`src/rtl/if_fetch_unit_if.sv`:
```
// Wishbone classic read-only bus between the fetch unit (master) and instruction memory (slave).
interface if_fetch_unit_if #(
  parameter int ADDR_WIDTH = 32,
  parameter int DATA_WIDTH = 32
);
  logic                    cyc;
  logic                    stb;
  logic                    we;
  logic [DATA_WIDTH/8-1:0] sel;
  logic [ADDR_WIDTH-1:0]   adr;
  logic [DATA_WIDTH-1:0]   dat;
  logic                    ack;

  modport master (output cyc, stb, we, sel, adr, input dat, ack);
  modport slave  (input cyc, stb, we, sel, adr, output dat, ack);
endinterface

```
`src/rtl/if_fetch_unit.sv`:
```
// Instruction fetch stage: Wishbone classic fetch, registered IF/ID outputs, stall and redirect.
// Optional IF_FETCH_CNT_EN adds fetch_cnt_o, a count of delivered instructions.
module if_fetch_unit #(
  parameter int                    ADDR_WIDTH = 32,
  parameter int                    DATA_WIDTH = 32,
  parameter logic [ADDR_WIDTH-1:0] PC_ADDR    = 32'h8000_0000
) (
  input  logic                  clk,
  input  logic                  reset,
  input  logic                  stall_i,
  input  logic                  redirect_i,
  input  logic [ADDR_WIDTH-1:0] redirect_pc_i,
  if_fetch_unit_if.master       wb,
  output logic [DATA_WIDTH-1:0] instr_o,
  output logic [ADDR_WIDTH-1:0] pc_o,
  output logic                  instr_valid_o
`ifdef IF_FETCH_CNT_EN
  , output logic [31:0]         fetch_cnt_o
`endif
);

  localparam logic [DATA_WIDTH-1:0] NOP = DATA_WIDTH'(32'h0000_0013);

  typedef enum logic [1:0] {IDLE, FETCH, HOLD} state_e;

  state_e                state_q;
  logic [ADDR_WIDTH-1:0] pc_q, adr_q, pc_out_q, hold_pc_q;
  logic [DATA_WIDTH-1:0] instr_q, hold_dat_q;
  logic                  cyc_q, valid_q, redirect_pend_q;

  logic [ADDR_WIDTH-1:0] redirect_tgt_d, pc_inc_d, deliver_pc_d;
  logic [DATA_WIDTH-1:0] deliver_dat_d;
  logic                  deliver_d;

  always_comb begin
    redirect_tgt_d = redirect_pc_i & ~ADDR_WIDTH'(3);
    pc_inc_d       = pc_q + ADDR_WIDTH'(4);
    // A word reaches IF/ID either straight off the bus or out of the hold buffer.
    deliver_d      = !redirect_i && !stall_i &&
                     ((state_q == FETCH && wb.ack && !redirect_pend_q) || state_q == HOLD);
    deliver_dat_d  = (state_q == HOLD) ? hold_dat_q : wb.dat;
    deliver_pc_d   = (state_q == HOLD) ? hold_pc_q : pc_q;
  end

  always_ff @(posedge clk) begin
    if (reset) begin
      state_q         <= IDLE;
      pc_q            <= PC_ADDR;
      adr_q           <= '0;
      cyc_q           <= 1'b0;
      redirect_pend_q <= 1'b0;
      hold_dat_q      <= '0;
      hold_pc_q       <= '0;
      instr_q         <= NOP;
      pc_out_q        <= '0;
      valid_q         <= 1'b0;
    end else begin
      if (redirect_i) begin
        valid_q <= 1'b0;
        instr_q <= NOP;
      end else if (deliver_d) begin
        instr_q  <= deliver_dat_d;
        pc_out_q <= deliver_pc_d;
        valid_q  <= 1'b1;
      end else if (!stall_i) begin
        valid_q <= 1'b0;
        instr_q <= NOP;
      end

      if (redirect_i)     pc_q <= redirect_tgt_d;
      else if (deliver_d) pc_q <= pc_inc_d;

      case (state_q)
        IDLE: begin
          if (!redirect_i) begin
            cyc_q   <= 1'b1;
            adr_q   <= pc_q;
            state_q <= FETCH;
          end
        end
        FETCH: begin
          if (wb.ack) begin
            cyc_q           <= 1'b0;
            redirect_pend_q <= 1'b0;
            hold_dat_q      <= wb.dat;
            hold_pc_q       <= pc_q;
            state_q         <= (!redirect_i && !redirect_pend_q && stall_i) ? HOLD : IDLE;
          end else if (redirect_i) begin
            // Classic Wishbone cannot abort; let the cycle finish and drop its data.
            redirect_pend_q <= 1'b1;
          end
        end
        HOLD: begin
          if (redirect_i || !stall_i) state_q <= IDLE;
        end
        default: state_q <= IDLE;
      endcase
    end
  end

`ifdef IF_FETCH_CNT_EN
  logic [31:0] fetch_cnt_q;
  always_ff @(posedge clk) begin
    if (reset)          fetch_cnt_q <= '0;
    else if (deliver_d) fetch_cnt_q <= fetch_cnt_q + 32'd1;
  end
  assign fetch_cnt_o = fetch_cnt_q;
`endif

  assign wb.cyc        = cyc_q;
  assign wb.stb        = cyc_q;
  assign wb.we         = 1'b0;
  assign wb.sel        = '1;
  assign wb.adr        = adr_q;
  assign instr_o       = instr_q;
  assign pc_o          = pc_out_q;
  assign instr_valid_o = valid_q;

endmodule

```
`src/flat_wrapper.sv`:
```
// flat-port wrapper written by rule: the top's interface ports become plain ports
module if_fetch_unit_flat 
#(
  parameter int                    ADDR_WIDTH = 32,
  parameter int                    DATA_WIDTH = 32,
  parameter logic [ADDR_WIDTH-1:0] PC_ADDR    = 32'h8000_0000
)
  (clk, reset, stall_i, redirect_i, redirect_pc_i, instr_o, pc_o, instr_valid_o, wb_cyc, wb_stb, wb_we, wb_sel, wb_adr, wb_dat, wb_ack);
  if_fetch_unit_if #(.ADDR_WIDTH(ADDR_WIDTH), .DATA_WIDTH(DATA_WIDTH)) wb_i ();
  input  logic clk;
  input  logic reset;
  input  logic stall_i;
  input  logic redirect_i;
  input  logic [ADDR_WIDTH-1:0] redirect_pc_i;
  output logic [DATA_WIDTH-1:0] instr_o;
  output logic [ADDR_WIDTH-1:0] pc_o;
  output logic instr_valid_o;
  output wire logic [$bits(wb_i.cyc)-1:0] wb_cyc;
  output wire logic [$bits(wb_i.stb)-1:0] wb_stb;
  output wire logic [$bits(wb_i.we)-1:0] wb_we;
  output wire logic [$bits(wb_i.sel)-1:0] wb_sel;
  output wire logic [$bits(wb_i.adr)-1:0] wb_adr;
  input wire logic [$bits(wb_i.dat)-1:0] wb_dat;
  input wire logic [$bits(wb_i.ack)-1:0] wb_ack;
  assign wb_cyc = wb_i.cyc;
  assign wb_stb = wb_i.stb;
  assign wb_we = wb_i.we;
  assign wb_sel = wb_i.sel;
  assign wb_adr = wb_i.adr;
  assign wb_i.dat = wb_dat;
  assign wb_i.ack = wb_ack;
  if_fetch_unit #(.ADDR_WIDTH(ADDR_WIDTH), .DATA_WIDTH(DATA_WIDTH), .PC_ADDR(PC_ADDR)) u_core (.clk(clk), .reset(reset), .stall_i(stall_i), .redirect_i(redirect_i), .redirect_pc_i(redirect_pc_i), .wb(wb_i), .instr_o(instr_o), .pc_o(pc_o), .instr_valid_o(instr_valid_o));
endmodule
```
`config.mk`:
```
export PLATFORM = sky130hd
export DESIGN_NAME = if_fetch_unit_flat
export DESIGN_NICKNAME = d
export VERILOG_FILES = /design/src/rtl/if_fetch_unit_if.sv /design/src/rtl/if_fetch_unit.sv /design/src/flat_wrapper.sv
export SDC_FILE = /design/constraint.sdc
export NUM_CORES = 1
export LEC_CHECK = 0
export CORE_MARGIN = 5
export CORE_UTILIZATION = 36
export DETAILED_ROUTE_END_ITERATION = 16
export PLACE_DENSITY = 0.58
export SYNTH_ARGS = -nofsm -noshare
export SYNTH_HDL_FRONTEND = slang
export SYNTH_SLANG_ARGS = --single-unit
```
`constraint.sdc`:
```
create_clock -name clk -period 2.29 [get_ports clk]
set_clock_uncertainty 0.15 [all_clocks]
set_input_delay 0.687 -clock clk [delete_from_list [all_inputs] [get_ports clk]]
set_output_delay 0.687 -clock clk [all_outputs]
set_load 0.02 [all_outputs]
```
==> impl_metrics.csv <==
group,metric,value,unit
run_status,status,"finished clean",
global_routing,gr-usage-all-layers,0.185,
global_routing,antenna_found_initial,0,
global_routing,grt_pass1_wl,38700,um
global_routing,grt_start_max_net_pins,57,
timing,slew_headroom,0.456,
route,drtAntennaViolNets,0,
final_layout,fill_cells,2199,
timing,slew_viol_final,0,
synth,ys_ff_latch,189,
synth,ys_seq_area_frac,0.471,
power_and_ir_drop,cellInternalPower,5.29,mW
placed_design,placed_area,10300,um^2
critical_path,crit_arrival,1.41,ns
critical_path,crit_family,"buffers and inverters",
power_and_ir_drop,ir_drop,0.467,mV
critical_path,slowest_stage,"clkdlybuf4s50_1",
critical_path,worstPathCellList,"clkdlybuf4s50_1",
die,die_area,25400,um^2
timing,finalHoldViolations,0,
die,io_pins,173,
die,die_w,159,um
final_layout,final-instance-count-excl-fill,1458,
power_and_ir_drop,p_switching,1.96,mW
critical_path,critPathKind,"register to output pin",
power_and_ir_drop,switching_share,0.270,
placed_design,place_congestion,0.783,
clocking,tritoncts,"done",
synth,yosysTopAreaCellShare,0.471,
final_layout,nets,1235,
placed_design,hpwlAfterDp,16400,um
final_layout,drive_gt1_frac,0.107,
die,core,21900,um^2
route,drt-total-wl,23800,um
synth,syn_inst,1002,
min_path,hold_class,"register to register",
global_routing,overflow,0,
clocking,insertion_delay,0.43,ns
critical_path,cp_max_fo,2,
placed_design,placedCellCount,1424,
final_layout,antenna_cells,0,
die,rows,54,
die,start_util,0.367,
synth,ys.flop_type,"dfxtp_1",
route,post-route-drc-count,0,
clocking,cts_made_buffers,17,
power_and_ir_drop,power_density,664,nW/um^2
clocking,cts_buffer_depth,2,
clocking,cts_root_buf,"clkbuf_16",
route,vias_per_cell,5.15,
die,die_y,159,um
final_layout,area_growth,36.1,%
critical_path,cp-start-kind,"register",
power_and_ir_drop,power_frac_clock,0.400,
synth,synthArstFlopShare,0,
timing,period_share,0.982,
final_layout,design_area,10900,um^2
route,drt_iter0_markers,440,
route,drtPass1Iterations,5,
clocking,clk_pin_slew,0.08,ns
synth,ys_types,57,
synth,syn_area,8030,um^2
timing,fin_crit,2.25,ns
route,vias,7514,
global_routing,first_global_vias,7142,
power_and_ir_drop,power_leakage,3.92,nW
synth,syn_area_per_cell,8.01,um^2
synth,synth-edff-count,0,
flow_run,cap_violations,0,
clocking,clkSinkCount,189,
timing,finalSetupViolCount,0,
timing,rsz0062_at_grt,"false",
critical_path,cp_num_buf_inv,1,
power_and_ir_drop,pwr-share-seq,0.483,
power_and_ir_drop,pwr-share-comb,0.118,
timing,max_freq,445,MHz
clocking,ctsHoldBuffers,0,
synth,ys.warnings.count,0,
critical_path,cp.required,1.45,ns
clocking,htreeDepth,4,
placed_design,placement.io_buffers,161,
synth,synthTopCellsByArea,"dfxtp_1 47%, nand2_1 14%, a21oi_1 6.1%",
route,routedWlPerCell,16.3,um
critical_path,cp-end-kind,"output pin",
timing,worst_pin_slew,0.816,ns
critical_path,cp_slowest_stage_delay,0.62,ns
synth,synth.largest_area_cell,"dfxtp_1",
cells in the mapped netlist, drive strengths merged (4+ instances only):
library cell	instances
inv	6
o31ai	6
a2111oi	10
mux2i	30
a311oi	40
nand3	9
nand4	10
o21ai	33
nand2	304
and2	6
and4	5
dfxtp	189
nor2b	4
clkbuf	65
a21oi	98
or4	7
nand3b	4
or3	6
a211oi	13
nor3	10
xnor2	7
nor2	59
buf	31
nor4	4
and3	6
a31oi	5
power by group through the flow:
| stage | Combinational (mW) | Clock (mW) | Sequential [mW] |
|---|---|---|---|
| after global placement | 0.855 | 0 | 3.58 |
| after detailed placement | 0.860 | 0 | 3.58 |
| final | 0.854 | 2.90 | 3.50 |
| after global routing | 0.935 | 3.12 | 3.52 |
| after floorplan | 0.403 | 0 | 3.60 |
| after CTS | 0.863 | 2.99 | 3.50 |
state kept, by name, summed over array words and instances (netlist names):
signal	count
u_core.instr_valid_o	1
u_core.wb.cyc	1
u_core.redirect_pend_q	1
u_core.pc_o	30
u_core.wb.adr	30
u_core.pc_q	30
u_core.state_q	2
u_core.hold_pc_q	30
u_core.instr_o	32
u_core.hold_dat_q	32
worst paths after layout:
path | from | end | slack [ns] | cells after the start
setup / recovery | u_core.wb.adr[8] | wb_adr[8] | 0.04 | 1
hold / removal | u_core.instr_valid_o | u_core.instr_valid_o | 0.30 | 2
setup reg to reg | u_core.pc_q[2] | u_core.pc_q[22] | 0.08 | 6
hold reg to reg | u_core.instr_valid_o | u_core.instr_valid_o | 0.30 | 2
metrics by stage:
stage               setup TNS [ns]  utilization  worst slack (ns)  hold WS (ns)  power (mW)
global route                     0        0.499          0.000203         0.324        7.57
finish                           0        0.499            0.0420         0.299        7.25
floorplan                        0            -             0.171         0.286        4.00
global placement            -32.40        0.469            -0.490         0.281        4.43
CTS                              0        0.497            0.0144         0.305        7.35
detailed placement          -37.22        0.469            -0.538         0.292        4.44
repair_timing:
| item | CTS | global route |
|---|---|---|
| cloned | 0 | 0 |
| setup buffers | 2 | 0 |
| gates resized for setup | 9 | 17 |
| setup endpoints to repair | 40 | 18 |
| pin swaps | 1 | 1 |
area by class of cell:
type	instances	area [um^2]	share of cell area
Clock buffer	19	453	0.0415
Clock inverter	13	128	0.0117
Inverter	7	26.3	0.00240
Timing Repair Buffer	233	2310	0.211
Multi-Input combinational cell	717	3870	0.355
Tap cell	280	350	0.0321
Sequential cell	189	3780	0.346
placed cells by master (no fill, tap or decap), types with 6 or more instances in the layout:
cell type,Yosys,layout
a211oi_1,11,11
a21oi_1,98,98
a311oi_1,40,39
and3_1,6,6
buf_12,0,10
buf_4,11,62
clkbuf_16,0,17
clkdlybuf4s50_1,0,140
clkinv_4,0,6
conb_1,2,9
dfxtp_1,189,189
dlymetal6s2s_1,0,15
inv_1,6,6
mux2i_1,30,30
nand2_1,304,303
nand3_1,9,9
nand4_1,10,10
nor2_1,59,59
nor3_1,10,9
o21ai_0,33,33
o31ai_1,6,6
or3_1,6,6
or4_1,7,6
xnor2_1,7,7
per-layer routing:
metal | vias to the layer above | track usage | wire length [um] | share of wire
met5 | - | 0 | 0 | 0
met4 | 0 | 0.0403 | 194 | 0.0082
met3 | 14 | 0.0471 | 1370 | 0.058
met2 | 179 | 0.296 | 11200 | 0.47
met1 | 3550 | 0.252 | 11000 | 0.46
li1 | 3771 | - | - | -
cell families (layout without fill, tap and decap cells):
| group | after synthesis | in the layout | synth area share |
|---|---|---|---|
| mux | 30 | 30 | 0.0374 |
| compound gates | 225 | 225 | 0.189 |
| simple gates | 445 | 445 | 0.237 |
| flops | 189 | 189 | 0.471 |
| other cells | 2 | 9 | 0.000935 |
| fa+ha+maj | 1 | 1 | 0.00156 |
| buf+inv | 103 | 272 | 0.0555 |
| xor+xnor | 7 | 7 | 0.00763 |
Note: power is estimated with default switching activity, not from simulation.
